==> src/rtl/blink_arbiter.sv <==
// blink_arbiter: shares one LED blink generator between NUM_REQ requesters.
// Requesters are granted round-robin. Each grant runs a burst of blinks, then
// a done pulse, then a dark gap of GAP_PERIODS blink periods.
// Optional feature macro: BLINK_ARBITER_ABORT_EN. When it is defined, dropping
// the winner's req during a burst aborts the burst without issuing done.
module blink_arbiter #(
  parameter int NUM_REQ     = 4,
  parameter int MAX_COUNT   = 100000000,
  parameter int GAP_PERIODS = 2
) (
  input  logic                   clock,
  input  logic                   reset_n,
  input  logic [NUM_REQ-1:0]     req,
  input  logic [4*NUM_REQ-1:0]   req_blinks,
  output logic [NUM_REQ-1:0]     grant,
  output logic [NUM_REQ-1:0]     done,
  output logic                   busy,
  output logic                   blink_out
);

  // state | meaning
  // IDLE  | waiting for a request; arbitration happens here
  // BLINK | granted burst running, LED toggles every half period
  // GAP   | dark separation after a burst (or an aborted burst)
  typedef enum logic [1:0] {IDLE, BLINK, GAP} state_t;

  localparam int CW = $clog2(MAX_COUNT);
  localparam int PW = $clog2(NUM_REQ);
  localparam logic [CW-1:0] CNT_LAST = CW'(MAX_COUNT - 1);
  localparam logic [CW-1:0] CNT_HALF = CW'(MAX_COUNT / 2);
  localparam logic [3:0]    GAP_LAST = 4'((GAP_PERIODS == 0) ? 0 : GAP_PERIODS - 1);
  localparam logic [PW-1:0] PTR_INIT = PW'(NUM_REQ - 1);

  state_t            state, state_n;
  logic [PW-1:0]     ptr, ptr_n;
  logic [CW-1:0]     cnt, cnt_n, cnt_inc;
  logic [3:0]        rem, rem_n;
  logic [3:0]        gap_cnt, gap_n;
  logic [NUM_REQ-1:0] grant_n, done_n;
  logic              blink_n;
  logic              found;
  logic [PW-1:0]     pick;
  logic [3:0]        pick_blinks;
  int                idx;

  function automatic logic [NUM_REQ-1:0] onehot(input logic [PW-1:0] i);
    return NUM_REQ'(1) << i;
  endfunction

  // Round-robin search starting just after the last winner.
  always_comb begin
    found       = 1'b0;
    pick        = ptr;
    pick_blinks = 4'd0;
    idx         = 0;
    for (int k = 1; k <= NUM_REQ; k++) begin
      idx = int'(ptr) + k;
      if (idx >= NUM_REQ) idx = idx - NUM_REQ;
      if (!found && req[idx]) begin
        found       = 1'b1;
        pick        = PW'(idx);
        pick_blinks = req_blinks[4*idx +: 4];
      end
    end
  end

  // Next-state and next-output logic; outputs are registered below.
  always_comb begin
    state_n = state;
    ptr_n   = ptr;
    cnt_n   = cnt;
    rem_n   = rem;
    gap_n   = gap_cnt;
    grant_n = '0;
    done_n  = '0;
    cnt_inc = (cnt == CNT_LAST) ? '0 : cnt + CW'(1);
    case (state)
      IDLE: begin
        if (found) begin
          ptr_n   = pick;
          rem_n   = pick_blinks;
          cnt_n   = '0;
          gap_n   = '0;
          grant_n = onehot(pick);
          // A zero-blink burst completes in its single grant cycle.
          if (pick_blinks == 4'd0) done_n = onehot(pick);
          state_n = BLINK;
        end
      end
      BLINK: begin
        if (rem == 4'd0) begin
          state_n = IDLE;
`ifdef BLINK_ARBITER_ABORT_EN
        end else if (!req[ptr]) begin
          cnt_n   = '0;
          gap_n   = '0;
          state_n = (GAP_PERIODS == 0) ? IDLE : GAP;
`endif
        end else begin
          cnt_n   = cnt_inc;
          grant_n = onehot(ptr);
          if (cnt == CNT_LAST) begin
            rem_n = rem - 4'd1;
            if (rem == 4'd1) begin
              grant_n = '0;
              done_n  = onehot(ptr);
              gap_n   = '0;
              state_n = (GAP_PERIODS == 0) ? IDLE : GAP;
            end
          end
        end
      end
      GAP: begin
        cnt_n = cnt_inc;
        if (cnt == CNT_LAST) begin
          if (gap_cnt == GAP_LAST) state_n = IDLE;
          else                     gap_n   = gap_cnt + 4'd1;
        end
      end
      default: state_n = IDLE;
    endcase
    blink_n = (state_n == BLINK) && (rem_n != 4'd0) && (cnt_n < CNT_HALF);
  end

  // State and registered outputs, synchronous active-low reset.
  always_ff @(posedge clock) begin
    if (!reset_n) begin
      state     <= IDLE;
      ptr       <= PTR_INIT;
      cnt       <= '0;
      rem       <= 4'd0;
      gap_cnt   <= 4'd0;
      grant     <= '0;
      done      <= '0;
      busy      <= 1'b0;
      blink_out <= 1'b0;
    end else begin
      state     <= state_n;
      ptr       <= ptr_n;
      cnt       <= cnt_n;
      rem       <= rem_n;
      gap_cnt   <= gap_n;
      grant     <= grant_n;
      done      <= done_n;
      busy      <= (state_n != IDLE);
      blink_out <= blink_n;
    end
  end

endmodule

==> config.mk <==
export PLATFORM = sky130hd
export DESIGN_NAME = blink_arbiter
export DESIGN_NICKNAME = d
export VERILOG_FILES = /design/src/rtl/blink_arbiter.sv
export SDC_FILE = /design/constraint.sdc
export NUM_CORES = 1
export LEC_CHECK = 0
export ABC_AREA = 1
export CAP_MARGIN = 20
export CORE_MARGIN = 3
export CORE_UTILIZATION = 58
export DETAILED_ROUTE_END_ITERATION = 8
export GPL_TIMING_DRIVEN = 0
export PLACE_DENSITY = 0.79
export SLEW_MARGIN = 40
export SYNTH_ARGS = -nofsm -noshare
export SYNTH_HDL_FRONTEND = slang
export SYNTH_SLANG_ARGS = --single-unit
==> constraint.sdc <==
create_clock -name clock -period 5.9 [get_ports clock]
set_input_delay 1.18 -clock clock [delete_from_list [all_inputs] [get_ports clock]]
set_output_delay 1.18 -clock clock [all_outputs]
set_load 0.03 [all_outputs]
==> metrics.cfg <==
[outcome]
status=complete, no violations

[power_and_ir_drop]
powerDensity_nw_per_um2=400
p_leak_nw=1.96
p_clk_share_pct=13.5
intPower_w=0.000902
peakVddDrop_mv=0.368
seqPwrFrac_pct=22.4
switching_share_pct=51.2
p_sw_w=0.000945
combPwrFrac_pct=64.2

[synthesis]
synth_most_common_cell=nand2_1
netlist_top_cells_count=nand2_1, nor2_1, inv_1, nand3_1, dfxtp_1
synth_seq_area_share_pct=24.1
ys.flop_type=dfxtp_1
yosysTopAreaCell=dfxtp_1
ys_top_cells_by_area=dfxtp_1, nand2_1, nor2_1, nand3_1, inv_1
synth_fp_nets=718
synth_warnings=0
netlist_area_sq_um=4080
syn_inst=685
synth_edf_count=0
synth_cell_type_count=45
synth_seq_cells=49
synth_top_area_share_pct=24.1
avgSynthCellArea_sq_um=5.95
async_flop_share_pct=0

[drt]
vias=4495
drt-total-wl_um=11200
ant_nets=0
routedWlPerCell_um=13.7
post-route-drc-count=0
vias_per_cell=5.50
dr.pass1.iters=5
drt_iter0_drc=340

[global_route]
grt_pass1_vias=3966
grt-ovfl-total=0
antenna_found_initial=0
grt_pass1_wl_um=18600
grt_max_degree=17
gr-usage-all-layers_pct=27.8

[clocking]
path_clk_slew_ps=90
tritoncts=built
clockBufferDepth=2
clkLatencyLatePin_ps=320
cts_root_buf=clkbuf_8
cts.sinks=49
h-tree-depth=2
cts_buffers=5
cts_hold_buf=0
post_cts_buffers=0
cts_resized=0

[sta]
slew_headroom_pct=58.4
fin_skew_ps=15.5
setup_violations=0
final_max_slew_viol_count=0
fin_ws_ps=2670
timing.hold.ws_ps=496
tightest_slew_ps=624
hold_viol_final=0
max_clock_freq_mhz=309
rsz0062_at_grt=false
min_period_over_period_pct=54.8
finalSetupTns_ps=0
period_minus_slack_ps=3230

[die]
core_sq_um=6570
die_h_um=89.8
start_util_pct=62.0
row_count=29
die_w_um=89.8
die-area_sq_um=8070
io_pins=32

[hold_path]
min_from=cnt[1]
hold_path_class=reg -> reg

[finish]
synthToLayoutAreaGrowth_pct=13.2
layout.nets=756
layout-drive-gt1-share_pct=9.81
antenna_cells=0
final_area_sq_um=4610

[place]
dp_hpwl_um=8850
portBuffers=31
place_ws_ps=2650
place_area_sq_um=4500
gp_routability_congestion=0.972

[worst_setup_path]
critPathMaxStageDelay_ps=560
worstSetupStartpointType=flip-flop
slowest_stage=dfxtp_1
rr_startpoint=ptr[1]
crit_chain=inv_1, clkbuf_1, ha_1, buf_2, nand3_2, nand2_4, nor2_8, nand3_1, nor2_1, nor2_1, nand3_1, nor3_2, nand4_1, a21oi_1
worst_setup_path_end_kind=flip-flop
crit_fanout=12
startpoint=ptr[1]
critPathKind=reg -> reg
cp_num_buf_inv=3
critPathArrivalTime_ps=3480
crit_family=simple AND/OR/NAND/NOR gates
rrSetupSlack_ps=2670
required_ps=6140

[flow_run]
maxCapViolCount=0

cell usage in the layout, fill, tap and decap left out, types with 5 or more instances in the layout:
cell type / instances
nand3_1: 57
nand2_4: 5
clkdlybuf4s50_1: 31
nor2_1: 109
nand2_2: 13
o21ai_0: 20
nor3_1: 14
dfxtp_1: 49
a21oi_1: 23
inv_2: 9
o21ai_1: 21
clkbuf_8: 5
buf_6: 7
inv_1: 62
nand2_1: 202
nor2_2: 6
o211ai_1: 7
nand4_1: 15
nor2_4: 5
ha_1: 11
cell type report:
type,count,area [sq um]
buffer,14,109
clock buffer,5,68.8
clock inverter,3,43.8
fill,587,1950
inverter,74,283
multi-input combinational,548,2700
sequential,49,981
tap,93,116
timing repair buffer,31,310
registers in the layout (all words and copies together), names as in the netlist:
| signal | count |
|---|---|
| blink_out | 1 |
| busy | 1 |
| cnt | 27 |
| done | 4 |
| gap_cnt | 4 |
| grant | 4 |
| ptr | 2 |
| rem | 4 |
| state | 2 |
worst paths after layout:
check,to,cells past startpoint
min reg2reg,cnt[1],2
max reg2reg,done[2],14
min,cnt[1],2
max,done[2],14
worst min-delay path, cell delays in order (launching register included):
cell	delay (ps)
dfxtp_1	340
nand2_1	70
a21oi_1	50
through the flow:
step / total power, W / util [%] / cells
2_1_floorplan: 0.00131 / - / 685
4_1_cts: 0.00183 / 70.3 / 817
3_3_place_gp: 0.00155 / 68.5 / 809
5_1_grt: 0.00200 / 70.3 / 817
3_5_place_dp: 0.00158 / 68.5 / 809
6_report: 0.00185 / 70.3 / 817
cell families (layout without fill, tap and decap cells):
group	after synthesis	after routing	share of synthesized area, %
compound gates	84	84	11.8
xor+xnor	6	6	1.47
flops	49	49	24.1
simple gates	447	447	49.7
buf+inv	88	127	9.61
fa+ha+maj	11	11	3.38
layer usage:
| layer | up-vias | global-route usage (%) | wire length (um) |
|---|---|---|---|
| li1 | 2285 | - | - |
| met1 | 2025 | 40.1 | 5340 |
| met2 | 170 | 42.9 | 4960 |
| met3 | 15 | 4.84 | 759 |
| met4 | 0 | 7.02 | 136 |
| met5 | - | 0 | 0 |
power groups by stage:
stage          logic [W]  clock network [W]  registers (W)
2_1_floorplan   0.000862                  0       0.000443
3_3_place_gp     0.00113                  0       0.000418
3_5_place_dp     0.00116                  0       0.000420
4_1_cts          0.00116           0.000250       0.000413
5_1_grt          0.00132           0.000262       0.000420
6_report         0.00118           0.000249       0.000413
Note: power is estimated with default switching activity, not from simulation.
